==> src/rtl/mips_pkg.sv <==
// Shared MIPS definitions: opcode constants (also used by decode), fetch FSM states
// and the default reset vector.
package mips_pkg;

  localparam int          XLEN             = 32;
  localparam logic [31:0] RESET_PC_DEFAULT = 32'h0000_0000;

  localparam logic [5:0] OPC_RTYPE = 6'b000000;
  localparam logic [5:0] OPC_J     = 6'b000010;
  localparam logic [5:0] OPC_JAL   = 6'b000011;
  localparam logic [5:0] OPC_BEQ   = 6'b000100;
  localparam logic [5:0] OPC_BNE   = 6'b000101;
  localparam logic [5:0] OPC_ADDI  = 6'b001000;
  localparam logic [5:0] OPC_LW    = 6'b100011;
  localparam logic [5:0] OPC_SW    = 6'b101011;

  typedef enum logic [1:0] {
    S_IDLE,
    S_FETCH,
    S_STALL,
    S_KILL
  } fetch_state_t;

  function automatic logic is_jump_op(input logic [5:0] opcode);
    return opcode == OPC_J;
  endfunction

endpackage

==> src/rtl/fetch_fifo.sv <==
// Two-entry FIFO holding fetched {instr, pc, jump_taken} records for the decode stage.
// Flush empties it in one cycle and wins over a simultaneous push.
module fetch_fifo #(
  parameter int WIDTH = 32
) (
  input  logic             clk,
  input  logic             rst_n,
  input  logic             push,
  input  logic [WIDTH-1:0] push_instr,
  input  logic [WIDTH-1:0] push_pc,
  input  logic             push_jump,
  input  logic             pop,
  input  logic             flush,
  output logic [WIDTH-1:0] head_instr,
  output logic [WIDTH-1:0] head_pc,
  output logic             head_jump,
  output logic [1:0]       count,
  output logic             full,
  output logic             empty
);

  logic [WIDTH-1:0] instr_mem [0:1];
  logic [WIDTH-1:0] pc_mem    [0:1];
  logic             jump_mem  [0:1];
  logic             wr_ptr;
  logic             rd_ptr;
  logic             do_push;
  logic             do_pop;

  assign full    = (count == 2'd2);
  assign empty   = (count == 2'd0);
  assign do_push = push & ~flush & (~full | pop);
  assign do_pop  = pop & ~empty;

  always_ff @(posedge clk or negedge rst_n) begin
    if (!rst_n) begin
      wr_ptr <= 1'b0;
      rd_ptr <= 1'b0;
      count  <= 2'd0;
      for (int i = 0; i < 2; i++) begin
        instr_mem[i] <= '0;
        pc_mem[i]    <= '0;
        jump_mem[i]  <= 1'b0;
      end
    end else if (flush) begin
      wr_ptr <= 1'b0;
      rd_ptr <= 1'b0;
      count  <= 2'd0;
    end else begin
      if (do_push) begin
        instr_mem[wr_ptr] <= push_instr;
        pc_mem[wr_ptr]    <= push_pc;
        jump_mem[wr_ptr]  <= push_jump;
        wr_ptr            <= ~wr_ptr;
      end
      if (do_pop) rd_ptr <= ~rd_ptr;
      count <= count + {1'b0, do_push} - {1'b0, do_pop};
    end
  end

  assign head_instr = instr_mem[rd_ptr];
  assign head_pc    = pc_mem[rd_ptr];
  assign head_jump  = jump_mem[rd_ptr];

endmodule

==> src/rtl/instr_fetch.sv <==
// Instruction fetch stage: owns the PC, keeps one request outstanding to instruction memory
// and buffers returned words for decode. Define STATIC_JUMP_EN to redirect on 'j' at fetch.
module instr_fetch
  import mips_pkg::*;
#(
  parameter int               WIDTH    = 32,
  parameter logic [WIDTH-1:0] RESET_PC = WIDTH'(RESET_PC_DEFAULT)
) (
  input  logic             clk,
  input  logic             rst_n,
  output logic             imem_req,
  output logic [WIDTH-1:0] imem_addr,
  input  logic             imem_ack,
  input  logic [WIDTH-1:0] imem_rdata,
  output logic [WIDTH-1:0] Instr,
  output logic [WIDTH-1:0] instr_pc,
  output logic [WIDTH-1:0] PCPlus4,
  output logic             jump_taken,
  output logic             instr_valid,
  input  logic             instr_ready,
  input  logic             redirect,
  input  logic [WIDTH-1:0] redirect_pc
);

  fetch_state_t     state, state_n;
  logic [WIDTH-1:0] pc, pc_n;
  logic [WIDTH-1:0] req_addr, req_n;
  logic [WIDTH-1:0] rpc;
  logic [WIDTH-1:0] seq_pc;
  logic [WIDTH-1:0] next_pc;
  logic             jump_hit;
  logic             push;
  logic             pop;
  logic [1:0]       fifo_count;
  logic             fifo_full;
  logic             fifo_empty;
  logic [WIDTH-1:0] head_instr;
  logic [WIDTH-1:0] head_pc;
  logic             head_jump;
  logic [2:0]       cnt_after_push;
  logic [2:0]       cnt_after_pop;

  assign rpc    = redirect_pc & {{(WIDTH-2){1'b1}}, 2'b00};
  assign seq_pc = req_addr + WIDTH'(4);

`ifdef STATIC_JUMP_EN
  // An unconditional 'j' is resolved here so decode sees the target path directly.
  always_comb begin
    jump_hit = is_jump_op(imem_rdata[WIDTH-1:WIDTH-6]);
    next_pc  = jump_hit ? {seq_pc[WIDTH-1:WIDTH-4], imem_rdata[WIDTH-7:0], 2'b00} : seq_pc;
  end
`else
  always_comb begin
    jump_hit = 1'b0;
    next_pc  = seq_pc;
  end
`endif

  assign instr_valid    = ~fifo_empty;
  assign pop            = instr_valid & instr_ready;
  assign cnt_after_push = {1'b0, fifo_count} + 3'd1 - {2'b00, pop};
  assign cnt_after_pop  = {1'b0, fifo_count} - {2'b00, pop};

  always_ff @(posedge clk or negedge rst_n) begin
    if (!rst_n) begin
      state    <= S_IDLE;
      pc       <= RESET_PC;
      req_addr <= RESET_PC;
    end else begin
      state    <= state_n;
      pc       <= pc_n;
      req_addr <= req_n;
    end
  end

  // A request is only launched when the post-pop count leaves room for its word,
  // so the in-flight word can always be pushed without overflow.
  always_comb begin
    state_n = state;
    pc_n    = pc;
    req_n   = req_addr;
    push    = 1'b0;
    unique case (state)
      S_IDLE: begin
        state_n = S_FETCH;
        if (redirect) begin
          pc_n  = rpc;
          req_n = rpc;
        end
      end
      S_FETCH: begin
        if (redirect) begin
          pc_n = rpc;
          if (imem_ack) req_n = rpc;
          else          state_n = S_KILL;
        end else if (imem_ack) begin
          push  = 1'b1;
          pc_n  = next_pc;
          req_n = next_pc;
          if (cnt_after_push >= 3'd2) state_n = S_STALL;
        end
      end
      S_STALL: begin
        if (redirect) begin
          pc_n    = rpc;
          req_n   = rpc;
          state_n = S_FETCH;
        end else if (cnt_after_pop < 3'd2) begin
          state_n = S_FETCH;
        end
      end
      S_KILL: begin
        if (redirect) pc_n = rpc;
        if (imem_ack) begin
          req_n   = redirect ? rpc : pc;
          state_n = S_FETCH;
        end
      end
      default: state_n = S_IDLE;
    endcase
  end

  assign imem_req  = (state == S_FETCH) || (state == S_KILL);
  assign imem_addr = req_addr;

  fetch_fifo #(.WIDTH(WIDTH)) u_fifo (
    .clk        (clk),
    .rst_n      (rst_n),
    .push       (push),
    .push_instr (imem_rdata),
    .push_pc    (req_addr),
    .push_jump  (jump_hit),
    .pop        (pop),
    .flush      (redirect),
    .head_instr (head_instr),
    .head_pc    (head_pc),
    .head_jump  (head_jump),
    .count      (fifo_count),
    .full       (fifo_full),
    .empty      (fifo_empty)
  );

  assign Instr      = instr_valid ? head_instr : '0;
  assign instr_pc   = instr_valid ? head_pc : '0;
  assign jump_taken = instr_valid & head_jump;
  assign PCPlus4    = instr_pc + WIDTH'(4);

endmodule
==> config.mk <==
export PLATFORM = sky130hd
export DESIGN_NAME = instr_fetch
export DESIGN_NICKNAME = d
export VERILOG_FILES = /design/src/rtl/mips_pkg.sv /design/src/rtl/fetch_fifo.sv /design/src/rtl/instr_fetch.sv
export SDC_FILE = /design/constraint.sdc
export NUM_CORES = 1
export LEC_CHECK = 0
export CAP_MARGIN = 20
export CORE_MARGIN = 3
export CORE_UTILIZATION = 45
export CTS_CLUSTER_DIAMETER = 80
export DETAILED_ROUTE_END_ITERATION = 16
export PLACE_DENSITY_LB_ADDON = 0.2
export SYNTH_ARGS = -nofsm -noshare
export SYNTH_HDL_FRONTEND = slang
export SYNTH_SLANG_ARGS = --single-unit
==> constraint.sdc <==
create_clock -name clk -period 3.8 [get_ports clk]
set_input_delay 0.57 -clock clk [delete_from_list [all_inputs] [get_ports clk]]
set_output_delay 0.57 -clock clk [all_outputs]
set_load 0.03 [all_outputs]
==> flow_metrics.env, run 1 <==
export IMPL_run_status="complete, no violations"
export IMPL_detail_route_iter0_violations=667
export IMPL_synth_top_family_by_area="multiplexers"
export IMPL_worst_slew_pin_transition_ns=0.891
export IMPL_critPathRequiredTime_ns=3.23
export IMPL_cts_buffer_depth=2
export IMPL_placedCellCount=1520
export IMPL_detail_route_first_pass_iterations=5
export IMPL_clock_edge_transition_at_the_registers_on_the_reported_setup_and_hold_paths_ns=0.08
export IMPL_core_um2=23800
export IMPL_cp_end_kind="primary output"
export IMPL_number_of_core_rows=56
export IMPL_synth_lib_cells_used_distinct=66
export IMPL_max_freq_ghz=0.276
export IMPL_seq_power_share_pct=31.6
export IMPL_worst_ep_arrival_ns=3.05
export IMPL_total_nets_after_synthesis=1127
export IMPL_critical_path_fanouts_max=7
export IMPL_synth_area_leaders="sky130_fd_sc_hd__dfrtp_1 45%, sky130_fd_sc_hd__mux2_2 13%, sky130_fd_sc_hd__mux2i_1 6.7%"
export IMPL_grt_pass1_wl_um=48100
export IMPL_synth_area_mux_share_pct=19.9
export IMPL_timing_clock_skew_ns=0.00962
export IMPL_clockRootBuffer="sky130_fd_sc_hd__clkbuf_16"
export IMPL_clock_latency_ns=0.44
export IMPL_asyncSetResetFlopFracSynth_pct=100
export IMPL_detailroute_via_count=8755
export IMPL_power_density_nw_per_um2=904
export IMPL_grt_start_max_net_pins=100
export IMPL_start_kind="register"
export IMPL_groute_usage_overall_pct=22.9
export IMPL_yosysWarningCount=0
export IMPL_htreeDepth=4
export IMPL_drc=0
export IMPL_num_nets_final=1302
export IMPL_syn_instance_count=1053
export IMPL_hpwlAfterDp_um=20600
export IMPL_drv_slew=0
export IMPL_timing_max_cap_violations=0
export IMPL_tritoncts="yes"
export IMPL_antennaDiodeCount=0
export IMPL_basic_gate_share_of_the_synthesized_area_counting_and_or_nand_and_nor_cells_pct=13.5
export IMPL_p_sw_w=0.00572
export IMPL_switching_fraction_pct=45.5
export IMPL_setup_viol=0
export IMPL_synth_largest_area_cell="sky130_fd_sc_hd__dfrtp_1"
export IMPL_cellInternalPower_w=0.00685
export IMPL_route_detailed_vias_per_inst=5.61
export IMPL_pwr_share_clk_pct=14.6
export IMPL_post_cts_hold_buffer_count=0
export IMPL_period_minus_slack_ns=3.62
export IMPL_antenna_violating_nets_post_route=0
export IMPL_stdcell_count=1560
export IMPL_synth_area_um2=11000
export IMPL_timing_hold_violations_final=0
export IMPL_area_growth_synth_to_final_pct=26.2
export IMPL_synth_compound_area_share_pct=11.7
export IMPL_ys_seq_area_share_pct=45.4
export IMPL_multi_input_area_um2=5570
export IMPL_via_count_of_the_first_global_routing_pass=8728
export IMPL_synth_adder_area_share_pct=0.568
export IMPL_synth_ff_latch_count=200
export IMPL_timing_slew_headroom_pct=40.6
export IMPL_period_share_pct=95.2
export IMPL_vdd_drop_max_mv=0.396
export IMPL_postSynth_topFlopCell="sky130_fd_sc_hd__dfrtp_1"
export IMPL_cts_buffers=17
export IMPL_die_height_um=162
export IMPL_clkSinkCount=200
export IMPL_synth_xor_area_share_pct=4.61
export IMPL_detail_route_wirelength_um=29900
export IMPL_rsz0062_at_grt="no"
export IMPL_final_layout_size_suffix_gt1_share_pct=19.9
export IMPL_setup_tns_final_ns=0
export IMPL_synth_area_per_cell_um2=10.5
export IMPL_critPathKind="register to primary output"
export IMPL_placement_io_buffers=197
export IMPL_grt_overflow_total=0
export IMPL_comb_power_share_pct=53.8
export IMPL_boundaryPins=200
export IMPL_n_fill_cell=2037
export IMPL_total_leakage_power_nw=5.70
export IMPL_dr_wl_cell_um=19.2
export IMPL_gp_congestion=0.818
export IMPL_dieWidth_um=162
export IMPL_regArea_um2=5010
export IMPL_timing_hold_worst_class="primary input to async pin"
export IMPL_synthDominantCellAreaShare_pct=45.4
export IMPL_initial_utilization_pct=46.4
export IMPL_dieArea_um2=26400
export IMPL_edff_count_synth=0
export IMPL_antenna_found_initial=0
==> worst paths after layout <==
path                                    startpoint                    to  slack (ns)  depth (start not counted)
worst min-delay path                         rst_n  u_fifo.instr_mem[32]        0.21                          1
worst max register to register        imem_addr[2]                pc[20]        1.13                          7
min in group clk                u_fifo.jump_mem[0]    u_fifo.jump_mem[0]        0.50                          1
worst max-delay path                 u_fifo.rd_ptr           PCPlus4[30]        0.18                          9
worst min register to register  u_fifo.jump_mem[0]    u_fifo.jump_mem[0]        0.50                          1
max in group asynchronous                    rst_n      u_fifo.pc_mem[0]        2.66                          2
==> cells in the mapped netlist, drive strengths merged, types with 16 or more instances <==
cell and n:
dfrtp 200, mux2 129, nor2 111, nand2 84, mux2i 74, o21ai 48
buf 42, a21oi 41, xnor2 39, clkbuf 36, nand3 29, o21a 25
o22ai 22, xor2 19, o221ai 16
==> final cells by class <==
cell class / count / share of cell area, %
inverters: 15 / 0.405
clock inverters: 15 / 1.23
flip-flops and latches: 200 / 36.0
repair buffers: 234 / 16.4
multi-input cells: 760 / 40.0
well taps: 319 / 2.87
clock buffers: 17 / 3.06
==> repair_timing <==
action | 4_1_cts | 5_1_grt
gates resized for setup | 3 | 8
setup buffers | 6 | 2
setup endpoints to repair | 7 | 9
pin swaps | 0 | 1
gates cloned | 0 | 0
==> sequential cells by signal, summed over array words and instances (netlist names) <==
name	cells
u_fifo.instr_mem	64
u_fifo.pc_mem	64
imem_addr	32
pc	32
state	2
u_fifo.count	2
u_fifo.jump_mem	2
u_fifo.rd_ptr	1
u_fifo.wr_ptr	1
==> worst max-delay path: stages (launching register included) <==
cell and delay [ns]:
sky130_fd_sc_hd__dfrtp_4 0.54, sky130_fd_sc_hd__buf_4 0.19, sky130_fd_sc_hd__mux2i_1 0.18, sky130_fd_sc_hd__nor2_2 0.19
sky130_fd_sc_hd__ha_2 0.26, sky130_fd_sc_hd__nand3_2 0.13, sky130_fd_sc_hd__or4_4 0.62, sky130_fd_sc_hd__nand3b_4 0.18
sky130_fd_sc_hd__xnor2_1 0.15, sky130_fd_sc_hd__buf_4 0.18
==> kinds of logic (layout without fill, tap and decap cells) <==
kind of cell,count (synthesis),count (layout)
AOI/OAI and AO/OA,195,195
xor gates and xnor gates,58,58
adders and majority gates,5,5
buffers and inverters,93,281
DFF,200,200
muxes,203,203
and+or+nand+nor,299,299
==> metal layers <==
| layer | GRT usage [%] | routed length [µm] | up-vias |
|---|---|---|---|
| li1 | - | - | 4116 |
| met1 | 33.5 | 13900 | 4269 |
| met2 | 35.5 | 13600 | 345 |
| met3 | 3.87 | 1980 | 25 |
| met4 | 5.85 | 327 | 0 |
| met5 | 0 | 0 | - |
==> placed cells by master, fill, tap and decap left out, types with 11 or more instances in the layout <==
master / Yosys / layout
sky130_fd_sc_hd__a21oi_1: 40 / 40
sky130_fd_sc_hd__mux2i_1: 74 / 74
sky130_fd_sc_hd__o22ai_1: 22 / 22
sky130_fd_sc_hd__clkbuf_16: 0 / 17
sky130_fd_sc_hd__inv_1: 14 / 14
sky130_fd_sc_hd__nand2_1: 83 / 82
sky130_fd_sc_hd__dfrtp_1: 200 / 199
sky130_fd_sc_hd__buf_4: 10 / 44
sky130_fd_sc_hd__o221ai_1: 16 / 16
sky130_fd_sc_hd__nor2_1: 106 / 104
sky130_fd_sc_hd__mux2_2: 129 / 129
sky130_fd_sc_hd__o21ai_0: 44 / 44
sky130_fd_sc_hd__nand4_1: 11 / 11
sky130_fd_sc_hd__o21a_1: 25 / 25
sky130_fd_sc_hd__xor2_1: 19 / 19
sky130_fd_sc_hd__xnor2_1: 39 / 39
sky130_fd_sc_hd__nand3_1: 28 / 27
sky130_fd_sc_hd__clkdlybuf4s50_1: 0 / 176
==> power groups by stage <==
stage               Clock [W]  Combinational, W  Sequential, W
floorplan                   0           0.00432        0.00390
global placement            0           0.00663        0.00399
detailed placement          0           0.00670        0.00404
CTS                   0.00187           0.00679        0.00396
global route          0.00194           0.00727        0.00411
finish                0.00183           0.00677        0.00397
==> per-stage QoR <==
stage / cell area [µm²] / worst slack, ns / hold WS, ns / util [%] / power, W
6_report: 13900 / 0.182 / 0.209 / 58.5 / 0.0126
2_1_floorplan: 11000 / 0.0318 / 0.274 / - / 0.00822
3_5_place_dp: 13200 / 0.350 / 0.474 / 55.6 / 0.0107
4_1_cts: 13900 / 0.0121 / 0.252 / 58.3 / 0.0126
3_3_place_gp: 13200 / 0.370 / 0.470 / 55.6 / 0.0106
5_1_grt: 13900 / 0.0623 / 0.277 / 58.5 / 0.0133
(Power assumes the default switching activity.)
==> run 2, diff against run 1 <==
ABC_AREA = 1   (was default)
CORE_UTILIZATION = 40   (was 45)
==> run 2 against run 1 <==
- non-clock buffer count shrank 11
- area after synthesis grew 4.8%
- die area increased by 17%
- first-iteration DRC count increased by 60%
- clock skew is 0.0092 ns higher
- global-route usage increased by 0.34 points
- worst hold slack better by 0.26 ns
- critical endpoint is now PCPlus4[13]
- largest power group unchanged
==> flow_metrics.env, run 2 <==
export IMPL_grt_overflow_total=0
export IMPL_detail_route_first_pass_iterations=6
export IMPL_grt_start_max_net_pins=94
export IMPL_critPathRequiredTime_ns=3.23
export IMPL_worst_ep_arrival_ns=3.09
export IMPL_synth_area_mux_share_pct=0.292
export IMPL_postSynth_topFlopCell="sky130_fd_sc_hd__dfrtp_1"
export IMPL_area_growth_synth_to_final_pct=25.6
export IMPL_period_share_pct=96.3
export IMPL_clock_edge_transition_at_the_registers_on_the_reported_setup_and_hold_paths_ns=0.08
export IMPL_ys_seq_area_share_pct=43.3
export IMPL_reg2reg_setup_slack_ns=1.46
export IMPL_cp_end_kind="primary output"
export IMPL_clockRootBuffer="sky130_fd_sc_hd__clkbuf_16"
export IMPL_seq_power_share_pct=30.8
export IMPL_synth_area_per_cell_um2=7.12
export IMPL_timing_clock_skew_ns=0.0189
export IMPL_synth_compound_area_share_pct=16.0
export IMPL_setup_viol=0
export IMPL_synthDominantCellAreaShare_pct=43.3
export IMPL_yosys_cell_count_top_type="sky130_fd_sc_hd__nand2_1"
export IMPL_timing_slew_headroom_pct=48.0
export IMPL_antennaDiodeCount=0
export IMPL_pwr_share_clk_pct=15.3
export IMPL_die_height_um=176
export IMPL_synth_adder_area_share_pct=0.542
export IMPL_detail_route_wirelength_um=35900
export IMPL_worst_slew_pin_transition_ns=0.779
export IMPL_period_minus_slack_ns=3.66
export IMPL_drc=0
export IMPL_start_kind="register"
export IMPL_basic_gate_share_of_the_synthesized_area_counting_and_or_nand_and_nor_cells_pct=29.6
export IMPL_edff_count_synth=0
export IMPL_asyncSetResetFlopFracSynth_pct=100
export IMPL_timing_critical_path_to="PCPlus4[13]"
export IMPL_via_count_of_the_first_global_routing_pass=10549
export IMPL_timing_hold_ws_ns=0.469
export IMPL_cts_buffers=17
export IMPL_synth_area_um2=11500
export IMPL_dieWidth_um=176
export IMPL_syn_instance_count=1622
export IMPL_antenna_found_initial=0
export IMPL_vdd_drop_max_mv=0.512
export IMPL_core_um2=28100
export IMPL_clkSinkCount=200
export IMPL_total_leakage_power_nw=6.83
export IMPL_route_detailed_vias_per_inst=5.18
export IMPL_synth_lib_cells_used_distinct=42
export IMPL_postPlaceCellArea_um2=13800
export IMPL_reg2reg_depth=11
export IMPL_max_freq_ghz=0.273
export IMPL_antenna_violating_nets_post_route=0
export IMPL_run_status="complete, no violations"
export IMPL_synth_area_leaders="sky130_fd_sc_hd__dfrtp_1 43%, sky130_fd_sc_hd__nand2_1 18%, sky130_fd_sc_hd__nor2_1 5.8%"
export IMPL_detail_route_iter0_violations=1069
export IMPL_boundaryPins=200
export IMPL_htreeDepth=4
export IMPL_placedCellCount=2137
export IMPL_synth_largest_area_cell="sky130_fd_sc_hd__dfrtp_1"
export IMPL_dieArea_um2=30900
export IMPL_final_util_pct=51.7
export IMPL_post_route_cell_area_um2=14500
export IMPL_synth_top_family_by_area="simple AND/OR/NAND/NOR gates"
export IMPL_hpwlAfterDp_um=25100
export IMPL_synth_cells_most_frequent="569 x sky130_fd_sc_hd__nand2_1, 200 x sky130_fd_sc_hd__dfrtp_1, 178 x sky130_fd_sc_hd__nor2_1"
export IMPL_synth_xor_area_share_pct=2.12
export IMPL_cellInternalPower_w=0.00654
export IMPL_final_layout_size_suffix_gt1_share_pct=7.31
export IMPL_critPathKind="register to primary output"
export IMPL_stdcell_count=2171
export IMPL_num_nets_final=1854
export IMPL_initial_utilization_pct=41.1
export IMPL_comb_power_share_pct=53.9
export IMPL_detailroute_via_count=11243
export IMPL_n_fill_cell=2755
export IMPL_gp_congestion=0.936
export IMPL_timing_rr_start="imem_addr[3]"
export IMPL_placement_io_buffers=197
export IMPL_timing_rr_end="imem_addr[24]"
export IMPL_timing_hold_worst_class="register to register"
export IMPL_groute_usage_overall_pct=23.2
export IMPL_p_sw_w=0.00624
export IMPL_drv_slew=0
export IMPL_switching_fraction_pct=48.8
export IMPL_top_regs="u_fifo.instr_mem (64), u_fifo.pc_mem (64)"
export IMPL_dr_wl_cell_um=16.6
export IMPL_grt_pass1_wl_um=57700
export IMPL_cts_buffer_depth=2
export IMPL_critical_path_fanouts_max=29
export IMPL_synth_ff_latch_count=200
export IMPL_total_nets_after_synthesis=1696
export IMPL_timing_max_cap_violations=0
export IMPL_number_of_core_rows=61
export IMPL_yosysWarningCount=0
export IMPL_tritoncts="yes"
export IMPL_setup_tns_final_ns=0
export IMPL_rsz0062_at_grt="no"
export IMPL_power_density_nw_per_um2=880
export IMPL_timing_hold_violations_final=0
export IMPL_final_common_cell="sky130_fd_sc_hd__nand2_1"
export IMPL_clock_latency_ns=0.45
export IMPL_startpoint="u_fifo.rd_ptr"
export IMPL_mostFrequentLayoutCells="569 x sky130_fd_sc_hd__nand2_1, 199 x sky130_fd_sc_hd__dfrtp_1, 176 x sky130_fd_sc_hd__nor2_1"
run 2: cell count changes after synthesis, moves of 22 or more:
cell                       change
sky130_fd_sc_hd__o21ai_0      +65
sky130_fd_sc_hd__inv_1       +112
sky130_fd_sc_hd__a21oi_1      +58
sky130_fd_sc_hd__xnor2_1      -37
sky130_fd_sc_hd__nor2_1       +72
sky130_fd_sc_hd__a221oi_1     +22
sky130_fd_sc_hd__mux2i_1      -74
sky130_fd_sc_hd__mux2_2      -128
sky130_fd_sc_hd__nand2_1     +486
sky130_fd_sc_hd__o21ai_1      +44
run 2: worst min-delay path by stage:
stage                                end  slack (ns)  depth (start not counted)                 start
floorplan                   imem_addr[0]        0.27                          0                 rst_n
global placement    u_fifo.instr_mem[57]        0.45                          2  u_fifo.instr_mem[57]
detailed placement  u_fifo.instr_mem[63]        0.45                          2  u_fifo.instr_mem[63]
CTS                 u_fifo.instr_mem[63]        0.47                          2  u_fifo.instr_mem[63]
global route        u_fifo.instr_mem[38]        0.49                          2  u_fifo.instr_mem[38]
finish              u_fifo.instr_mem[63]        0.47                          2  u_fifo.instr_mem[63]
run 2: power groups by stage:
stage	logic, W	clock network [W]	registers (W)
floorplan	0.00422	0	0.00399
global placement	0.00673	0	0.00392
detailed placement	0.00684	0	0.00395
CTS	0.00687	0.00200	0.00392
global route	0.00757	0.00209	0.00407
finish	0.00689	0.00196	0.00393
run 2: cell families after synthesis:
group / after synthesis
flops: 200
xor+xnor: 28
fa+ha+maj: 5
compound gates: 327
mux: 3
simple gates: 842
buf+inv: 217
run 2: worst max-delay path, stage by stage (launching register included):
cell	delay, ns
sky130_fd_sc_hd__dfrtp_4	0.65
sky130_fd_sc_hd__inv_4	0.14
sky130_fd_sc_hd__o21ai_1	0.49
sky130_fd_sc_hd__inv_1	0.26
sky130_fd_sc_hd__nand2_1	0.21
sky130_fd_sc_hd__nor3_4	0.09
sky130_fd_sc_hd__xor2_1	0.12
sky130_fd_sc_hd__clkdlybuf4s50_1	0.68
run 2: routing by layer:
layer | global-route usage, % | wire length, µm | share of wire, %
met5 | 0 | 0 | 0
met4 | 6.47 | 672 | 1.9
met3 | 3.63 | 2780 | 7.7
met2 | 35.9 | 16000 | 44
met1 | 34.0 | 16500 | 46
run 2: area by class of cell:
class / count / area (µm²) / share of cell area, %
Sequential cell: 200 / 5010 / 34.5
Clock buffer: 17 / 425 / 2.93
Inverter: 133 / 502 / 3.46
Tap cell: 378 / 473 / 3.26
Multi-Input combinational cell: 1205 / 5620 / 38.8
Clock inverter: 15 / 213 / 1.47
Timing Repair Buffer: 223 / 2260 / 15.6
run 2: timing repair:
item                                    in CTS  in global routing
endpoints found under the setup margin       1                  5
resized for setup                            1                  8
pin swaps                                    0                  0
endpoints found under the hold margin       19                  0
setup buffers                                0                  0
cloned                                       0                  0
hold buffers                                 1                  0
run 2: per-stage QoR:
step | power (W) | setup slack (ns)
6_report | 0.0128 | 0.139
2_1_floorplan | 0.00821 | 0.616
5_1_grt | 0.0137 | 0.00743
4_1_cts | 0.0128 | 0.0295
3_5_place_dp | 0.0108 | 0.477
3_3_place_gp | 0.0106 | 0.517
==> RTL change (flow settings as in run 2) <==
Build with the macro `STATIC_JUMP_EN` defined.
--- a/src/rtl/instr_fetch.sv
+++ b/src/rtl/instr_fetch.sv
@@ -1,5 +1,7 @@
 // Instruction fetch stage: owns the PC, keeps one request outstanding to instruction memory
 // and buffers returned words for decode. Define STATIC_JUMP_EN to redirect on 'j' at fetch.
+`define STATIC_JUMP_EN
+
 module instr_fetch
   import mips_pkg::*;
 #(
Function: changed (Yosys sat finds a counterexample within 4 cycles, from zero or initial values and one cycle with rst_n low).
==> RTL change against run 2 <==
  * Synthesized area up 3.7%
  * Critical path depth up 2
  * Register-to-register slack worse by 0.10 ns
  * Hold slack worse by 0.38 ns
  * Cell area up 2.0%
  * Sequential cell count unchanged
  * Global-route usage up 2.0 points
  * Wire length up 14%
  * Power up 0.88%
  * Maximum frequency up 1.7%
  * Worst setup slack better by 0.060 ns
  * Combinational power up 2%
==> RTL change: results <==
{
  "cts_resized": 0,
  "status": "finished, final reports clean",
  "grt_max_degree": 138,
  "synthAdderAreaFrac_pct": 0.5224,
  "max_stage_delay_ns": 0.50,
  "drtIter0Drc": 1134,
  "slew_headroom_pct": 22.42,
  "reg2reg_depth": 8,
  "post-dp-hpwl_mm": 29.65,
  "critPathArrivalTime_ns": 3.03,
  "seq_area_frac_synth_pct": 41.79,
  "m1WireLength_mm": 18.66,
  "nWellTaps": 384,
  "netlist.area_leader.share_pct": 41.79,
  "muxShareOfSynthArea_pct": 0,
  "final_cells": 2268,
  "grt_use_met3_pct": 3.494,
  "layout-drive-gt1-share_pct": 8.174,
  "fill_cells": 2931,
  "synth_compound_area_share_pct": 17.28,
  "crit_fanout": 16,
  "routabilityCongestion": 0.9350,
  "grt_pass1_vias": 11192,
  "register_area_mm2": 0.005006,
  "multi_input_gates": 1240,
  "grt_use_met2_pct": 40.30,
  "n_all_buffers": 222,
  "nNetsFinal": 1945,
  "hold_class": "in -> async",
  "wirelength_mm": 40.85
}
RTL change: cell types whose count changed after synthesis, moves of 7 or more:
cell | run 2 | this run
nand3_1 | 42 | 98
inv_1 | 126 | 181
o21ai_0 | 109 | 139
nand2_1 | 569 | 540
nor2_1 | 178 | 154
o21a_1 | 24 | 1
o21ai_2 | 4 | 26
clkbuf_1 | 37 | 50
o22ai_1 | 6 | 19
a21oi_1 | 98 | 109
buf_2 | 28 | 20
or2_2 | 0 | 8
nor2_2 | 21 | 14
RTL change: power breakdown:
group          leakage [nW]  total (mW)  internal [mW]  switching (mW)
Combinational          4.31        7.01           2.39            4.62
Sequential             2.48        3.91           3.11           0.799
Clock                 0.310        1.97          0.935            1.03
RTL change: stage by stage:
stage,utilization (%),setup WS [ns]
finish,50.87,0.1995
CTS,50.74,0.1056
global route,50.87,0.009854
floorplan,-,0.6174
detailed placement,48.52,0.6207
global placement,48.52,0.6235
